==> src/rtl/array_row_feeder.sv <==
// West-edge feeder for the systolic array: pops per-row FIFOs on a diagonally
// skewed schedule and stalls every row together when any scheduled row is starved.
//
// state | meaning
// IDLE  | waiting for start
// RUN   | stepping the skewed pop schedule, stalling on starved rows
// DONE  | one-cycle tile-end pulse, then back to IDLE
module array_row_feeder #(
   parameter int ROWS       = 4,
   parameter int DATA_WIDTH = 8,
   parameter int K_LEN      = 16
) (
   input  logic                       clk,
   input  logic                       rst,
   input  logic                       start,
   input  logic [ROWS-1:0]            fifo_empty,
   input  logic [ROWS*DATA_WIDTH-1:0] fifo_data,
   output logic [ROWS-1:0]            fifo_rd_en,
   output logic [ROWS*DATA_WIDTH-1:0] a_out,
   output logic [ROWS-1:0]            a_valid,
   output logic                       stall,
   output logic                       busy,
   output logic                       done
);

   localparam int SW = $clog2(K_LEN + ROWS);
   localparam logic [SW-1:0] LAST_STEP = SW'(K_LEN + ROWS - 2);

   typedef enum logic [1:0] {
      IDLE = 2'd0,
      RUN  = 2'd1,
      DONE = 2'd2
   } state_t;

   state_t          state;
   logic [SW-1:0]   step;
   logic [ROWS-1:0] sched;
   logic            run;
   logic            advance;

   assign run = (state == RUN);

   // Row r is live for K_LEN steps starting at step r.
   always_comb begin
      sched = '0;
      for (int r = 0; r < ROWS; r++) begin
         sched[r] = run && (32'(step) >= 32'(r)) && (32'(step) < 32'(r + K_LEN));
      end
   end

   assign advance    = run && (&(~sched | ~fifo_empty));
   assign stall      = run && !advance;
   assign fifo_rd_en = sched & {ROWS{advance}};
   assign busy       = (state != IDLE);
   assign done       = (state == DONE);

   always_ff @(posedge clk) begin
      if (rst) begin
         state   <= IDLE;
         step    <= '0;
         a_out   <= '0;
         a_valid <= '0;
      end else begin
         // Non-popped rows carry zero, so a stall is an all-rows bubble.
         a_valid <= fifo_rd_en;
         for (int r = 0; r < ROWS; r++) begin
            a_out[r*DATA_WIDTH +: DATA_WIDTH] <= fifo_rd_en[r] ?
               fifo_data[r*DATA_WIDTH +: DATA_WIDTH] : '0;
         end
         unique case (state)
            IDLE: begin
               if (start) begin
                  state <= RUN;
                  step  <= '0;
               end
            end
            RUN: begin
               if (advance) begin
                  if (step == LAST_STEP) begin
                     state <= DONE;
                  end else begin
                     step <= step + 1'b1;
                  end
               end
            end
            DONE:    state <= IDLE;
            default: state <= IDLE;
         endcase
      end
   end

endmodule

==> config.mk <==
export PLATFORM = sky130hd
export DESIGN_NAME = array_row_feeder
export DESIGN_NICKNAME = d
export VERILOG_FILES = /design/src/rtl/array_row_feeder.sv
export SDC_FILE = /design/constraint.sdc
export NUM_CORES = 1
export LEC_CHECK = 0
export BUFFER_PORTS_ARGS = -buffer_cell sky130_fd_sc_hd__buf_4
export CAP_MARGIN = 5
export CELL_PAD_IN_SITES_DETAIL_PLACEMENT = 1
export CELL_PAD_IN_SITES_GLOBAL_PLACEMENT = 2
export CORE_ASPECT_RATIO = 1.5
export CORE_MARGIN = 2
export CORE_UTILIZATION = 28
export CTS_CLUSTER_DIAMETER = 200
export DETAILED_ROUTE_END_ITERATION = 8
export GPL_TIMING_DRIVEN = 0
export PLACE_DENSITY_LB_ADDON = 0.1
export SKIP_LAST_GASP = 1
export SLEW_MARGIN = 5
export SYNTH_ARGS = -nofsm -noshare
export SYNTH_HDL_FRONTEND = slang
export SYNTH_SLANG_ARGS = --single-unit
==> constraint.sdc <==
create_clock -name clk -period 4 [get_ports clk]
set_clock_uncertainty 0.2 [all_clocks]
set_input_delay 0.6 -clock clk [delete_from_list [all_inputs] [get_ports clk]]
set_output_delay 0.6 -clock clk [all_outputs]
set_load 0.1 [all_outputs]
# --- Word-level counts from Yosys, hierarchy flattened ---
# Cells that the tools add are included.
# Widths: inputs -> output; s select.
classes:
  add_sub_neg: 1
  n_lt_le_gt_ge: 7
  eq_ne: 7
  n_mux: 8
  bitwise: 8
  n_reduce_logical: 20
ops:
  columns: ["operator", "n"]
  rows:
  - ["$lt 5x5->1 const B", 4]
  - ["$mux 5", 3]
  - ["$ge 5x2->1 const B", 2]
  - ["$pmux 5 s2", 1]
  - ["$logic_and 1x1->1", 9]
  - ["$not 4->4", 2]
  - ["$reduce_and 4->1", 2]
  - ["$reduce_or 2->1", 4]
  - ["$mux 2", 3]
  - ["$add 5x1->5 const B", 1]
  - ["$eq 5x5->1 const B", 1]
  - ["$ge 5x1->1 const B", 1]
  - ["$and 4x4->4", 1]
  - ["$ne 2x1->1 const B", 2]
  - ["$ne 2x2->1 const B", 2]
  - ["$not 1->1", 4]
  - ["$or 4x4->4", 1]
  - ["$pmux 2 s2", 1]
  - ["$reduce_bool 2->1", 2]
  - ["$reduce_and 3->1", 1]
  - ["$eq 2x1->1 const B", 1]
  - ["$eq 2x2->1 const B", 1]
  - ["$logic_not 2->1", 1]
  - ["$logic_not 1->1", 1]
totals:
  register_bits: 43
  out_inout_bits: 43

# --- Longest topological paths before layout ---
logic_depth:
  ltp_word: 10
  mapped_depth: 7
  ltp_nobuf: 7

# --- Worst setup path before layout ---
# OpenSTA, ideal clock, no wires.
synth_path:
  path_kind: "reg2out"
  startpoint: "register step[1]"
  endpoint: "output port fifo_rd_en[2]"
  arrival_ns: 2.674
  required_time_ns: 3.200
  setup_slack_ns: 0.526
  stages_incl_launch_ff: 8
  n_path_buf: 0
  path_cell_list: "dfxtp_1 -> inv_1 -> ha_1 -> o21ai_0 -> mux2_4 -> and2_1 -> nand4_1 -> nor2_1"
synth_via:
  elab_chain_len: 8
  word_cells_on_any_way: 19
  classes_between: "7 x order compare; 3 x bitwise; 9 x reduce/logical"
synth_lines:
  columns: ["element", "line", "text"]
  rows:
  - ["start: declaration", "36", "logic [SW-1:0] step;"]
  - ["start signal: assignment", "82", "step <= step + 1'b1;"]
  - ["$ge 5x1->1 / $ge 5x2->1 (equally long branches)", "47", "sched[r] = run && (32'(step) >= 32'(r)) && (32'(step) < 32'(r + K_LEN));"]
  - ["$logic_and 1x1->1 (2 in series)", "47", null]
  - ["$not 4->4", "51", "assign advance = run && (&(~sched | ~fifo_empty));"]
  - ["$or 4x4->4", "51", null]
  - ["$reduce_and 4->1", "51", null]
  - ["$logic_and 1x1->1", "51", null]
  - ["$and 4x4->4 *", "53", "assign fifo_rd_en = sched & {ROWS{advance}};"]
  - ["end: declaration", "18", "output logic [ROWS-1:0] fifo_rd_en,"]
# Every way passes the cells marked *; elsewhere a longest branch is shown, timed or not.

# --- Worst setup path in the final report ---
layout_path:
  startpoint: "register step[1]"
  endpoint: "output port fifo_rd_en[3]"
# Same word-level chain as after synthesis.

==> results.sh <==
export IMPL_fmax_ghz=0.3067
export IMPL_netlist_area_sq_mm=0.001629
export IMPL_path_cells="inv_1 -> ha_1 -> o21ai_0 -> mux2_4 -> and2_1 -> nand4_1 -> nor2_1 -> buf_4"
export IMPL_grt_setup_unrepaired="false"
export IMPL_hp_start="rst"
export IMPL_portBuffers=81
export IMPL_total_power_mw=0.8322
export IMPL_ys_warnings_count=0
export IMPL_cts_htree_levels=2
export IMPL_grt_pass1_vias=1379
export IMPL_pwr_density_cell_mw_per_mm2=345.0
export IMPL_drtAntennaViolNets=0
export IMPL_p_clk_frac=0.324
export IMPL_cts_buffer_depth=2
export IMPL_min_period_ns=3.261
export IMPL_firstDrtPassIters=4
export IMPL_synth_edf_count=0
export IMPL_grt_pass1_wl_mm=6.713
export IMPL_p_switching_mw=0.2292
export IMPL_ff2ff_setup_slack_ns=1.78
export IMPL_wl_mm=4.198
export IMPL_endpoint_kind="output pin"
export IMPL_p_seq_frac=0.525
export IMPL_setup_viol=0
export IMPL_p_sw_frac=0.2755
export IMPL_synthDistinctLibCells=41
export IMPL_comb_power_share=0.151
export IMPL_fin_tns_setup_ns=0
export IMPL_ir_worst_vdd_uv=133.8
export IMPL_hold_path_end="state[0]$_SDFFE_PP0P_"
export IMPL_cts_inserted_buffers=5
export IMPL_via_per_inst=4.334
export IMPL_grt_ovfl_total=0
export IMPL_crit_arrival_ns=2.46
export IMPL_timing_rr_end="step[2]$_SDFFE_PP0P_"
export IMPL_fillCellCount=665
export IMPL_hp_class="in2reg"
export IMPL_synth_area_per_cell_sq_um=11.31
export IMPL_report_final_slew_viol_count=0
export IMPL_max_stage_delay_ns=0.53
export IMPL_p_int_mw=0.6029
export IMPL_ios=82
export IMPL_yosysSeqAreaShare=0.5284
export IMPL_cap_viol_max_count=0
export IMPL_cts_resized=0
export IMPL_cp_max_fo=8
export IMPL_grt_max_degree=14
export IMPL_diodes=0
export IMPL_synth_seq_cells=43
export IMPL_gp_congestion=0.7953
export IMPL_leakagePower_nw=1.122
export IMPL_path_clk_slew_ns=0.08
export IMPL_syn_num_nets=185
export IMPL_core_rowCount=34
export IMPL_grt_use_total=0.1349
export IMPL_drc=0
export IMPL_antenna_found_initial=0
export IMPL_clock_latency_ns=0.29
export IMPL_synthArstFlopShare=0
export IMPL_core_sq_mm=0.005700
export IMPL_cp_required_ns=3.20
export IMPL_hold_viol=0
export IMPL_layout_drive_gt1_share=0.4549
export IMPL_die_height_microns=97.42
export IMPL_period_share=0.8152
export IMPL_syn_to_final_growth_pct=48.08
export IMPL_cp_slowest_cell="dfxtp_1"
export IMPL_max_slew_worst_pin_slew_ns=0.7587
export IMPL_r2r_start="step[1]$_SDFFE_PP0P_"
export IMPL_synth_cells=144
export IMPL_register_area_sq_um=860.8
export IMPL_cts_sinks=43
export IMPL_post_cts_setup_buffers=0
export IMPL_wl_per_cell_microns=13.76
export IMPL_die_area_sq_mm=0.006457
export IMPL_dp_hpwl_mm=3.327
export IMPL_relSlewSlack=0.4896
export IMPL_worst_setup_path_start_kind="register"
export IMPL_vias=1322
export IMPL_cts_hold_buf=0
export IMPL_min_delay_path_depth=2
export IMPL_initial_core_util=0.2858
export IMPL_cts_tree="built"
export IMPL_die_w_microns=66.28
export IMPL_critPathKind="reg2out"
export IMPL_synth_ff_type="dfxtp_1"
export IMPL_multiInputGateArea_sq_um=730.7
export IMPL_fin_nets=273
export IMPL_worstRegToRegCells=7
export IMPL_root_buffer="clkbuf_8"
export IMPL_outcome="finished clean"
export IMPL_drtIter0Drc=58
[sequential cells by signal (all words and copies together), names as in the netlist]
signal   cells
a_out       32
step         5
a_valid      4
state        2
[how the worst max path moves through the flow]
stage / from / endpoint / slack [ns] / cells past startpoint
6_report: step[1]$_SDFFE_PP0P_ / fifo_rd_en[3] / 0.74 / 8
5_1_grt: step[1]$_SDFFE_PP0P_ / fifo_rd_en[3] / 0.54 / 8
4_1_cts: step[1]$_SDFFE_PP0P_ / fifo_rd_en[3] / 0.69 / 8
3_5_place_dp: step[1]$_SDFFE_PP0P_ / fifo_rd_en[3] / 1.06 / 8
3_3_place_gp: step[1]$_SDFFE_PP0P_ / fifo_rd_en[1] / 1.11 / 8
2_1_floorplan: step[1]$_SDFFE_PP0P_ / fifo_rd_en[2] / 0.53 / 7
[cell type report]
type                    instances  share of cell area
multi-input cells              94              0.3029
plain buffers                   2            0.007780
inverters                       5            0.007780
repair buffers                 81              0.2521
clock inverters                 2            0.005187
flip-flops and latches         43              0.3568
clock buffers                   6             0.03008
well taps                      72             0.03734
[cells in the final DEF (no fill, tap or decap), types with 2 or more instances in the layout]
cell,n
mux2_4,2
buf_4,82
dfxtp_1,43
o311ai_1,2
nand2_1,4
o32ai_1,2
clkbuf_8,5
and2_1,34
ha_1,2
nor2_1,10
and3_1,2
nor3_1,2
nor4b_4,2
inv_1,5
or2b_1,2
nand3_1,2
nor3_4,2
nor2b_1,2
o21ai_0,2
[through the flow]
stage                     instances  hold slack, ns  setup WS [ns]  instance area, sq um    util
after detailed placement        297          0.3872          1.060                  2327  0.4083
after floorplan                 144          0.3502         0.5265                  1629       -
final                           305          0.2709         0.7391                  2412  0.4232
after CTS                       305          0.2621         0.6934                  2412  0.4232
after global routing            305          0.2817         0.5382                  2412  0.4232
after global placement          297          0.3862          1.107                  2327  0.4083
[Yosys cell counts (all sizes together), types with 2 or more instances]
| master | number | area (sq um) |
|---|---|---|
| and2 | 34 | 212.7 |
| and3 | 3 | 20.02 |
| buf | 2 | 18.77 |
| dfxtp | 43 | 860.8 |
| ha | 2 | 25.02 |
| inv | 5 | 18.77 |
| mux2 | 3 | 41.29 |
| nand2 | 5 | 21.27 |
| nand3 | 3 | 27.53 |
| nor2 | 11 | 43.80 |
| nor2b | 2 | 12.51 |
| nor3 | 4 | 42.54 |
| nor4 | 2 | 27.53 |
| nor4b | 2 | 47.55 |
| o21ai | 3 | 15.01 |
| o311ai | 2 | 17.52 |
| o32ai | 2 | 17.52 |
| or2b | 2 | 15.01 |
[worst max-delay path, delay by kind of cell, from the launching register on]
kind,cells,cell delay (ns)
AO/OA/AOI/OAI,1,0.16
adder cells (fa/ha/maj),1,0.23
flip-flops,1,0.53
buffers and inverters,2,0.42
AND/OR/NAND/NOR,3,0.61
multiplexers,1,0.22
[cell families (layout without fill, tap and decap cells)]
kind of cell / Yosys count / in the layout / synth area share
xor+xnor: 1 / 1 / 0.005377
mux: 4 / 4 / 0.03149
fa+ha+maj: 2 / 2 / 0.01536
simple gates: 71 / 71 / 0.3003
compound gates: 16 / 16 / 0.09601
flops: 43 / 43 / 0.5284
buf+inv: 7 / 96 / 0.02304
[power groups by stage]
stage / logic (mW) / clock network [mW] / registers [mW]
after CTS: 0.127 / 0.285 / 0.437
after global routing: 0.132 / 0.302 / 0.438
after detailed placement: 0.126 / 0 / 0.447
after floorplan: 0.0543 / 0 / 0.471
final: 0.126 / 0.270 / 0.437
after global placement: 0.124 / 0 / 0.447
[metal layers]
| metal | global-route usage | wire, microns |
|---|---|---|
| met2 | 0.2569 | 2389 |
| met5 | 0 | 0 |
| met4 | 0.05338 | 62 |
| met1 | 0.1341 | 1481 |
| met3 | 0.03013 | 264 |
Power figures use the tool's default switching activity.
